**config.mk**
```make
export PLATFORM = sky130hd
export DESIGN_NAME = mem_lsu
export DESIGN_NICKNAME = d
export VERILOG_FILES = /design/src/rtl/mem_lsu_pkg.sv /design/src/rtl/mem_lsu_align.sv /design/src/rtl/mem_lsu.sv
export SDC_FILE = /design/constraint.sdc
export NUM_CORES = 1
export LEC_CHECK = 0
export ABC_AREA = 1
export BUFFER_PORTS_ARGS = -buffer_cell sky130_fd_sc_hd__buf_2
export CAP_MARGIN = 20
export CORE_AREA = 2 2 178 180
export DETAILED_ROUTE_END_ITERATION = 10
export DIE_AREA = 0 0 180 182
export GPL_TIMING_DRIVEN = 0
export REMOVE_ABC_BUFFERS = 1
export SLEW_MARGIN = 30
export SYNTH_ARGS = -nofsm -noshare
export SYNTH_HDL_FRONTEND = slang
export SYNTH_HIERARCHICAL = 1
export SYNTH_SLANG_ARGS = --single-unit
```
**constraint.sdc**
```tcl
create_clock -name clk -period 6.6 [get_ports clk]
set_input_delay 1.98 -clock clk [delete_from_list [all_inputs] [get_ports clk]]
set_output_delay 1.98 -clock clk [all_outputs]
set_load 0.02 [all_outputs]
```
**src/rtl/mem_lsu_pkg.sv**
```systemverilog
// Shared definitions for the MEM stage load/store unit: bus widths,
// load/store sub-op codes, LSU state encoding and small op decoders.
package mem_lsu_pkg;

  localparam int RegBus     = 32;
  localparam int RegAddrBus = 5;
  localparam int AluOpBus   = 8;

  localparam logic [AluOpBus-1:0] EXE_LB_OP  = 8'hE0;
  localparam logic [AluOpBus-1:0] EXE_LH_OP  = 8'hE1;
  localparam logic [AluOpBus-1:0] EXE_LW_OP  = 8'hE3;
  localparam logic [AluOpBus-1:0] EXE_LBU_OP = 8'hE4;
  localparam logic [AluOpBus-1:0] EXE_LHU_OP = 8'hE5;
  localparam logic [AluOpBus-1:0] EXE_SB_OP  = 8'hE8;
  localparam logic [AluOpBus-1:0] EXE_SH_OP  = 8'hE9;
  localparam logic [AluOpBus-1:0] EXE_SW_OP  = 8'hEB;
  localparam logic [AluOpBus-1:0] EXE_LL_OP  = 8'hF0;
  localparam logic [AluOpBus-1:0] EXE_SC_OP  = 8'hF8;

  typedef enum logic [1:0] {IDLE = 2'd0, WAIT = 2'd1, DONE = 2'd2} lsu_state_e;

  typedef enum logic [1:0] {SZ_NONE, SZ_BYTE, SZ_HALF, SZ_WORD} lsu_size_e;

  // Access width of a sub-op; SZ_NONE marks a non-memory instruction.
  function automatic lsu_size_e op_size(input logic [AluOpBus-1:0] op);
    op_size = SZ_NONE;
    case (op)
      EXE_LB_OP, EXE_LBU_OP, EXE_SB_OP:            op_size = SZ_BYTE;
      EXE_LH_OP, EXE_LHU_OP, EXE_SH_OP:            op_size = SZ_HALF;
      EXE_LW_OP, EXE_SW_OP, EXE_LL_OP, EXE_SC_OP:  op_size = SZ_WORD;
      default:                                     op_size = SZ_NONE;
    endcase
  endfunction

  function automatic logic is_store_op(input logic [AluOpBus-1:0] op);
    is_store_op = (op == EXE_SB_OP) || (op == EXE_SH_OP) ||
                  (op == EXE_SW_OP) || (op == EXE_SC_OP);
  endfunction

  function automatic logic is_signed_load(input logic [AluOpBus-1:0] op);
    is_signed_load = (op == EXE_LB_OP) || (op == EXE_LH_OP);
  endfunction

endpackage

```
**src/rtl/mem_lsu_align.sv**
```systemverilog
// Big-endian byte-lane steering: lane enables, store-data replication and
// load-data extraction with sign/zero extension. Purely combinational.
module mem_lsu_align
  import mem_lsu_pkg::*;
(
  input  logic [AluOpBus-1:0] aluop,
  input  logic [1:0]          addr_lo,
  input  logic [RegBus-1:0]   store_src,
  input  logic [RegBus-1:0]   load_word,
  output logic [3:0]          sel,
  output logic [RegBus-1:0]   store_data,
  output logic [RegBus-1:0]   load_data
);

  lsu_size_e   size;
  logic [7:0]  byte_val;
  logic [15:0] half_val;

  // Lane 0 is bits 31:24, so lower addresses map to more significant bytes.
  always_comb begin
    size       = op_size(aluop);
    sel        = 4'b0000;
    store_data = store_src;
    load_data  = load_word;
    byte_val   = 8'h00;
    half_val   = 16'h0000;
    case (size)
      SZ_BYTE: begin
        sel        = 4'b1000 >> addr_lo;
        store_data = {4{store_src[7:0]}};
        case (addr_lo)
          2'b00:   byte_val = load_word[31:24];
          2'b01:   byte_val = load_word[23:16];
          2'b10:   byte_val = load_word[15:8];
          default: byte_val = load_word[7:0];
        endcase
        load_data = is_signed_load(aluop) ? {{24{byte_val[7]}}, byte_val}
                                          : {24'h000000, byte_val};
      end
      SZ_HALF: begin
        sel        = addr_lo[1] ? 4'b0011 : 4'b1100;
        store_data = {2{store_src[15:0]}};
        half_val   = addr_lo[1] ? load_word[15:0] : load_word[31:16];
        load_data  = is_signed_load(aluop) ? {{16{half_val[15]}}, half_val}
                                           : {16'h0000, half_val};
      end
      SZ_WORD: sel = 4'b1111;
      default: sel = 4'b0000;
    endcase
  end

endmodule

```
**src/rtl/mem_lsu.sv**
```systemverilog
// MEM stage load/store unit: runs one req/ack bus transaction per memory op,
// stalls the pipeline until acknowledged, and keeps the LL/SC link bit.
module mem_lsu
  import mem_lsu_pkg::*;
(
  input  logic                  clk,
  input  logic                  rst,
  input  logic                  flush,
  input  logic [RegAddrBus-1:0] mem_wd,
  input  logic                  mem_wreg,
  input  logic [RegBus-1:0]     mem_wdata,
  input  logic [RegBus-1:0]     mem_hi,
  input  logic [RegBus-1:0]     mem_lo,
  input  logic                  mem_whilo,
  input  logic [AluOpBus-1:0]   mem_aluop,
  input  logic [RegBus-1:0]     mem_mem_addr,
  input  logic [RegBus-1:0]     mem_reg2,
  input  logic                  mem_cp0_reg_we,
  input  logic [4:0]            mem_cp0_reg_write_addr,
  input  logic [RegBus-1:0]     mem_cp0_reg_data,
  input  logic [RegBus-1:0]     bus_rdata,
  input  logic                  bus_ack,
  output logic                  bus_req,
  output logic                  bus_we,
  output logic [RegBus-1:0]     bus_addr,
  output logic [3:0]            bus_sel,
  output logic [RegBus-1:0]     bus_wdata,
  output logic [RegAddrBus-1:0] wb_wd,
  output logic                  wb_wreg,
  output logic [RegBus-1:0]     wb_wdata,
  output logic [RegBus-1:0]     wb_hi,
  output logic [RegBus-1:0]     wb_lo,
  output logic                  wb_whilo,
  output logic                  wb_cp0_reg_we,
  output logic [4:0]            wb_cp0_reg_write_addr,
  output logic [RegBus-1:0]     wb_cp0_reg_data,
  output logic                  stallreq,
  output logic                  exc_misaligned,
  output logic                  llbit_o
);

  lsu_state_e        state, state_next;
  logic              llbit;
  logic [RegBus-1:0] rdata_q;
  logic              capture;
  logic              drive_bus;
  lsu_size_e         size;
  logic              is_mem, is_store, is_ll, is_sc, misaligned, sc_fail, go;
  logic [3:0]        lane_sel;
  logic [RegBus-1:0] store_data, load_data;

  assign size       = op_size(mem_aluop);
  assign is_mem     = (size != SZ_NONE);
  assign is_store   = is_store_op(mem_aluop);
  assign is_ll      = (mem_aluop == EXE_LL_OP);
  assign is_sc      = (mem_aluop == EXE_SC_OP);
  assign misaligned = ((size == SZ_HALF) && mem_mem_addr[0]) ||
                      ((size == SZ_WORD) && (mem_mem_addr[1:0] != 2'b00));
  assign sc_fail    = is_sc && !llbit;
  assign go         = is_mem && !misaligned && !sc_fail;

  mem_lsu_align u_align (
    .aluop      (mem_aluop),
    .addr_lo    (mem_mem_addr[1:0]),
    .store_src  (mem_reg2),
    .load_word  (rdata_q),
    .sel        (lane_sel),
    .store_data (store_data),
    .load_data  (load_data)
  );

  // Bus fields are only driven while a request is outstanding; the EX/MEM
  // register is frozen by stallreq, so they stay stable through WAIT.
  assign bus_req   = drive_bus;
  assign bus_we    = drive_bus && is_store;
  assign bus_addr  = drive_bus ? {mem_mem_addr[31:2], 2'b00} : '0;
  assign bus_sel   = drive_bus ? lane_sel : 4'b0000;
  assign bus_wdata = (drive_bus && is_store) ? store_data : '0;

  // Next-state and MEM/WB field selection; reset and flush emit a NOP.
  always_comb begin
    state_next            = state;
    drive_bus             = 1'b0;
    capture               = 1'b0;
    stallreq              = 1'b0;
    exc_misaligned        = 1'b0;
    llbit_o               = llbit;
    wb_wd                 = mem_wd;
    wb_wreg               = mem_wreg;
    wb_wdata              = mem_wdata;
    wb_hi                 = mem_hi;
    wb_lo                 = mem_lo;
    wb_whilo              = mem_whilo;
    wb_cp0_reg_we         = mem_cp0_reg_we;
    wb_cp0_reg_write_addr = mem_cp0_reg_write_addr;
    wb_cp0_reg_data       = mem_cp0_reg_data;
    if (rst || flush) begin
      state_next            = IDLE;
      wb_wd                 = '0;
      wb_wreg               = 1'b0;
      wb_wdata              = '0;
      wb_hi                 = '0;
      wb_lo                 = '0;
      wb_whilo              = 1'b0;
      wb_cp0_reg_we         = 1'b0;
      wb_cp0_reg_write_addr = '0;
      wb_cp0_reg_data       = '0;
      if (rst) llbit_o = 1'b0;
    end else begin
      case (state)
        IDLE: begin
          if (is_mem && misaligned) begin
            exc_misaligned = 1'b1;
            wb_wreg        = 1'b0;
          end else if (sc_fail) begin
            wb_wreg  = 1'b1;
            wb_wdata = '0;
          end else if (go) begin
            drive_bus = 1'b1;
            stallreq  = 1'b1;
            wb_wreg   = 1'b0;
            if (bus_ack) begin
              capture    = 1'b1;
              state_next = DONE;
            end else begin
              state_next = WAIT;
            end
          end
        end
        WAIT: begin
          drive_bus = 1'b1;
          stallreq  = 1'b1;
          wb_wreg   = 1'b0;
          if (bus_ack) begin
            capture    = 1'b1;
            state_next = DONE;
          end
        end
        DONE: begin
          state_next = IDLE;
          if (is_sc) begin
            wb_wreg  = 1'b1;
            wb_wdata = 32'd1;
          end else if (!is_store) begin
            wb_wdata = load_data;
          end
        end
        default: state_next = IDLE;
      endcase
    end
  end

  // State, captured read data and link bit; LL/SC update the link on entering DONE.
  always_ff @(posedge clk) begin
    if (rst) begin
      state   <= IDLE;
      llbit   <= 1'b0;
      rdata_q <= '0;
    end else begin
      state <= state_next;
      if (flush) begin
        llbit <= 1'b0;
      end else if (capture) begin
        if (is_ll)      llbit <= 1'b1;
        else if (is_sc) llbit <= 1'b0;
      end
      if (capture) rdata_q <= bus_rdata;
    end
  end

endmodule
```
==> flow_metrics.py <==
metrics = {
    "detailed_routing": {
        "routed_wl_mm": 29.65,
        "vias_per_cell": 4.248,
        "drt-wirelength-per-cell_um": 15.54,
        "routed-via-count": 8105,
        "drtIter0Drc": 587,
        "firstDrtPassIters": 6,
        "drc": 0,
        "ant_nets": 0,
    },
    "yosys": {
        "synth_async_sr_flop_share": 0,
        "yosysWarnings": 6,
        "ys_seq_area_frac": 0.1313,
        "synth_most_common_cell": "nor2_1",
        "avgSynthCellArea_um2": 4.892,
        "synth_top_cell_area_share": 0.1814,
        "yosys.area.top_type": "nor2_1",
        "synthCells": 1091,
        "synth_edf_count": 0,
        "ys_ff_latch": 35,
        "ys_types": 34,
        "syn_area_um2": 5338,
        "synth_area_leaders": "nor2_1, nand2_1, inv_1, dfxtp_1, a21oi_1",
        "synthFlopType": "dfxtp_1",
        "synthTopCellsByCount": "nor2_1, nand2_1, inv_1",
    },
    "timing": {
        "fin_crit_ps": 6399,
        "worst_slew_pin_slew_ps": 903.2,
        "post-route-period-util": 0.9696,
        "rsz0062_at_grt": "no",
        "report.final.hold_viol_count": 0,
        "finalClockSkew_ps": 2.711,
        "slew_violations": 0,
        "setup_viol": 0,
        "relSlewSlack": 0.3957,
        "fmax_mhz": 156.3,
        "setup_ws_ps": 200.5,
    },
    "worst_setup_path": {
        "ff2ff_setup_slack_ps": 4240,
        "endpoint_kind": "output port",
        "start_kind": "input port",
        "cp_max_fo": 16,
        "crit_type": "in2out",
        "worstPathCellList": "buf_2, nor2_1, nand3_1, o21ai_2, inv_1, ha_4, inv_2, nor2_2, nand2_2, nand2_2, nand2_8, nand2_1, or2_2, o211ai_1, a211oi_2, buf_2",
        "cpMaxStageDelayCell": "or2_2",
        "required_ps": 4620,
        "cp_top_family": "simple AND/OR/NAND/NOR gates",
        "reg2reg_from": "state[0]$_SDFFE_PP0P_",
        "critPathLaunch": "mem_aluop[4]",
        "cpPeakStageDelay_ps": 300,
        "path_buf_inv": 4,
        "arrival_ps": 4420,
        "reg2reg_depth": 6,
        "crit_end": "wb_wdata[29]",
        "cp_num_cells": 16,
        "r2r-end": "rdata_q[31]$_SDFFE_PP0P_",
    },
    "finish": {
        "multi_input_area_um2": 3496,
        "seqCellArea_um2": 700.7,
        "fin_cells": 1908,
        "final_nets": 1753,
        "syn_to_final_growth_pct": 53.31,
        "num-fill-cells": 3601,
        "drive_above_1_share": 0.3518,
    },
    "flow_run": {
        "drv_cap": 0,
    },
    "clock_network": {
        "cts_tree": "done",
        "insertion_delay_ps": 280,
        "cts.sinks": 35,
        "clock_path_buffers": 2,
        "ctsHoldBuffers": 0,
        "cts-root-buf": "clkbuf_16",
        "cts_made_buffers": 5,
        "path_clk_slew_ps": 60,
        "htreeDepth": 2,
    },
    "placed_design": {
        "dp_slack_ps": -1291,
        "hpwl_mm": 23.65,
        "numPlacedInstances": 1888,
        "gp_congestion": 0.8460,
        "portBuffers": 460,
    },
    "die": {
        "start_util": 0.1723,
        "pin_count": 463,
        "die_y_um": 182,
        "rows": 65,
        "die_x_um": 180,
        "core_region_area_um2": 30990,
        "dieArea_um2": 32760,
    },
    "global_routing": {
        "grt_max_degree": 65,
        "grt-ovfl-total": 0,
        "grt_pass1_wl_mm": 43.61,
        "track_usage": 0.1701,
        "grt_pass1_vias": 7235,
        "grt_antenna_before_repair": 14,
    },
    "power": {
        "p_leak_uw": 0.005130,
        "p_per_area_nw_per_um2": 91.14,
        "ir_worst_vdd_mv": 0.08724,
        "power_uw": 745.8,
    },
    "worst_hold_path": {
        "holdCritPathClass": "reg2reg",
    },
    "run_status": {
        "outcome": "completed",
    },
}
==> cell families after synthesis <==
kind of cell    count (synthesis)  synth area share
fa+ha+maj                       4          0.009377
buf+inv                       307            0.2349
simple gates                  554            0.4175
flops                          35            0.1313
compound gates                190            0.2063
other cells                     1         0.0007026
==> cell type report <==
type,instances,area share
repair inverters,1,0.0009174
diodes,5,0.001529
inverters,237,0.1109
clock buffers,5,0.01529
repair buffers,469,0.2953
well taps,402,0.06147
multi-input cells,751,0.4272
flip-flops and latches,35,0.08563
clock inverters,3,0.001835
==> through the flow <==
stage               hold slack (ps)    util  instance area (um^2)  setup TNS (ps)
finish                        462.2  0.2641                  8183               0
global route                  478.9  0.2638                  8175               0
CTS                           464.2  0.2613                  8097               0
detailed placement            455.3  0.2538                  7864          -55280
global placement              451.3  0.2512                  7784         -478480
floorplan                     439.3       -                  4979          -58110
==> where the power goes <==
| part | switching [uW] | total (uW) | leakage, uW | internal, uW |
|---|---|---|---|---|
| Clock | 91.4 | 229 | 0.0000734 | 138 |
| Sequential | 0.753 | 213 | 0.000282 | 212 |
| Combinational | 186 | 304 | 0.00477 | 118 |
==> repair_timing <==
item                                    4_1_cts  5_1_grt
endpoints found under the setup margin      101       62
endpoints found under the hold margin         0        0
gates resized for setup                      13       16
pin swaps                                     2        4
setup buffers                                 3        2
cloned                                        2        0
==> routing by layer <==
metal | up-vias | routed length [um] | track usage
met5 | - | 108 | 0
met4 | 18 | 225 | 0.02309
met3 | 35 | 2834 | 0.05255
met2 | 355 | 14450 | 0.2990
met1 | 3604 | 12030 | 0.2079
li1 | 4093 | - | -
==> layout by cell type, fill, tap and decap left out, drive strengths merged, types with 4 or more instances in the layout <==
cell and count:
dfxtp 35, o211ai 46, nor3 4, nand2 264
buf 468, clkbuf 6, inv 234, clkinv 5
ha 4, a31oi 13, nor2 263, nand3 20
o21ai 53, a21oi 75, diode 5
==> state kept, by name (all words and copies together), names as in the netlist <==
| signal | cells |
|---|---|
| rdata_q | 32 |
| state | 2 |
| llbit | 1 |
==> worst reg2reg max path: stages, from the launching register on <==
cell and delay [ps]:
dfxtp_1 370, inv_2 570, nand2_4 150, nand3_4 320
clkinv_2 510, nand2_1 220, a21oi_1 80
==> worst min-delay path by stage <==
stage,start,cells after the start,slack [ps],end
finish,llbit$_SDFFE_PN0P_,2,460,llbit$_SDFFE_PN0P_
global route,rdata_q[3]$_SDFFE_PP0P_,2,480,rdata_q[3]$_SDFFE_PP0P_
CTS,rdata_q[3]$_SDFFE_PP0P_,2,460,rdata_q[3]$_SDFFE_PP0P_
detailed placement,rdata_q[3]$_SDFFE_PP0P_,2,460,rdata_q[3]$_SDFFE_PP0P_
global placement,llbit$_SDFFE_PN0P_,2,450,llbit$_SDFFE_PN0P_
floorplan,rdata_q[0]$_SDFFE_PP0P_,2,440,rdata_q[0]$_SDFFE_PP0P_
No activity file was read; power rests on OpenSTA's default activity.
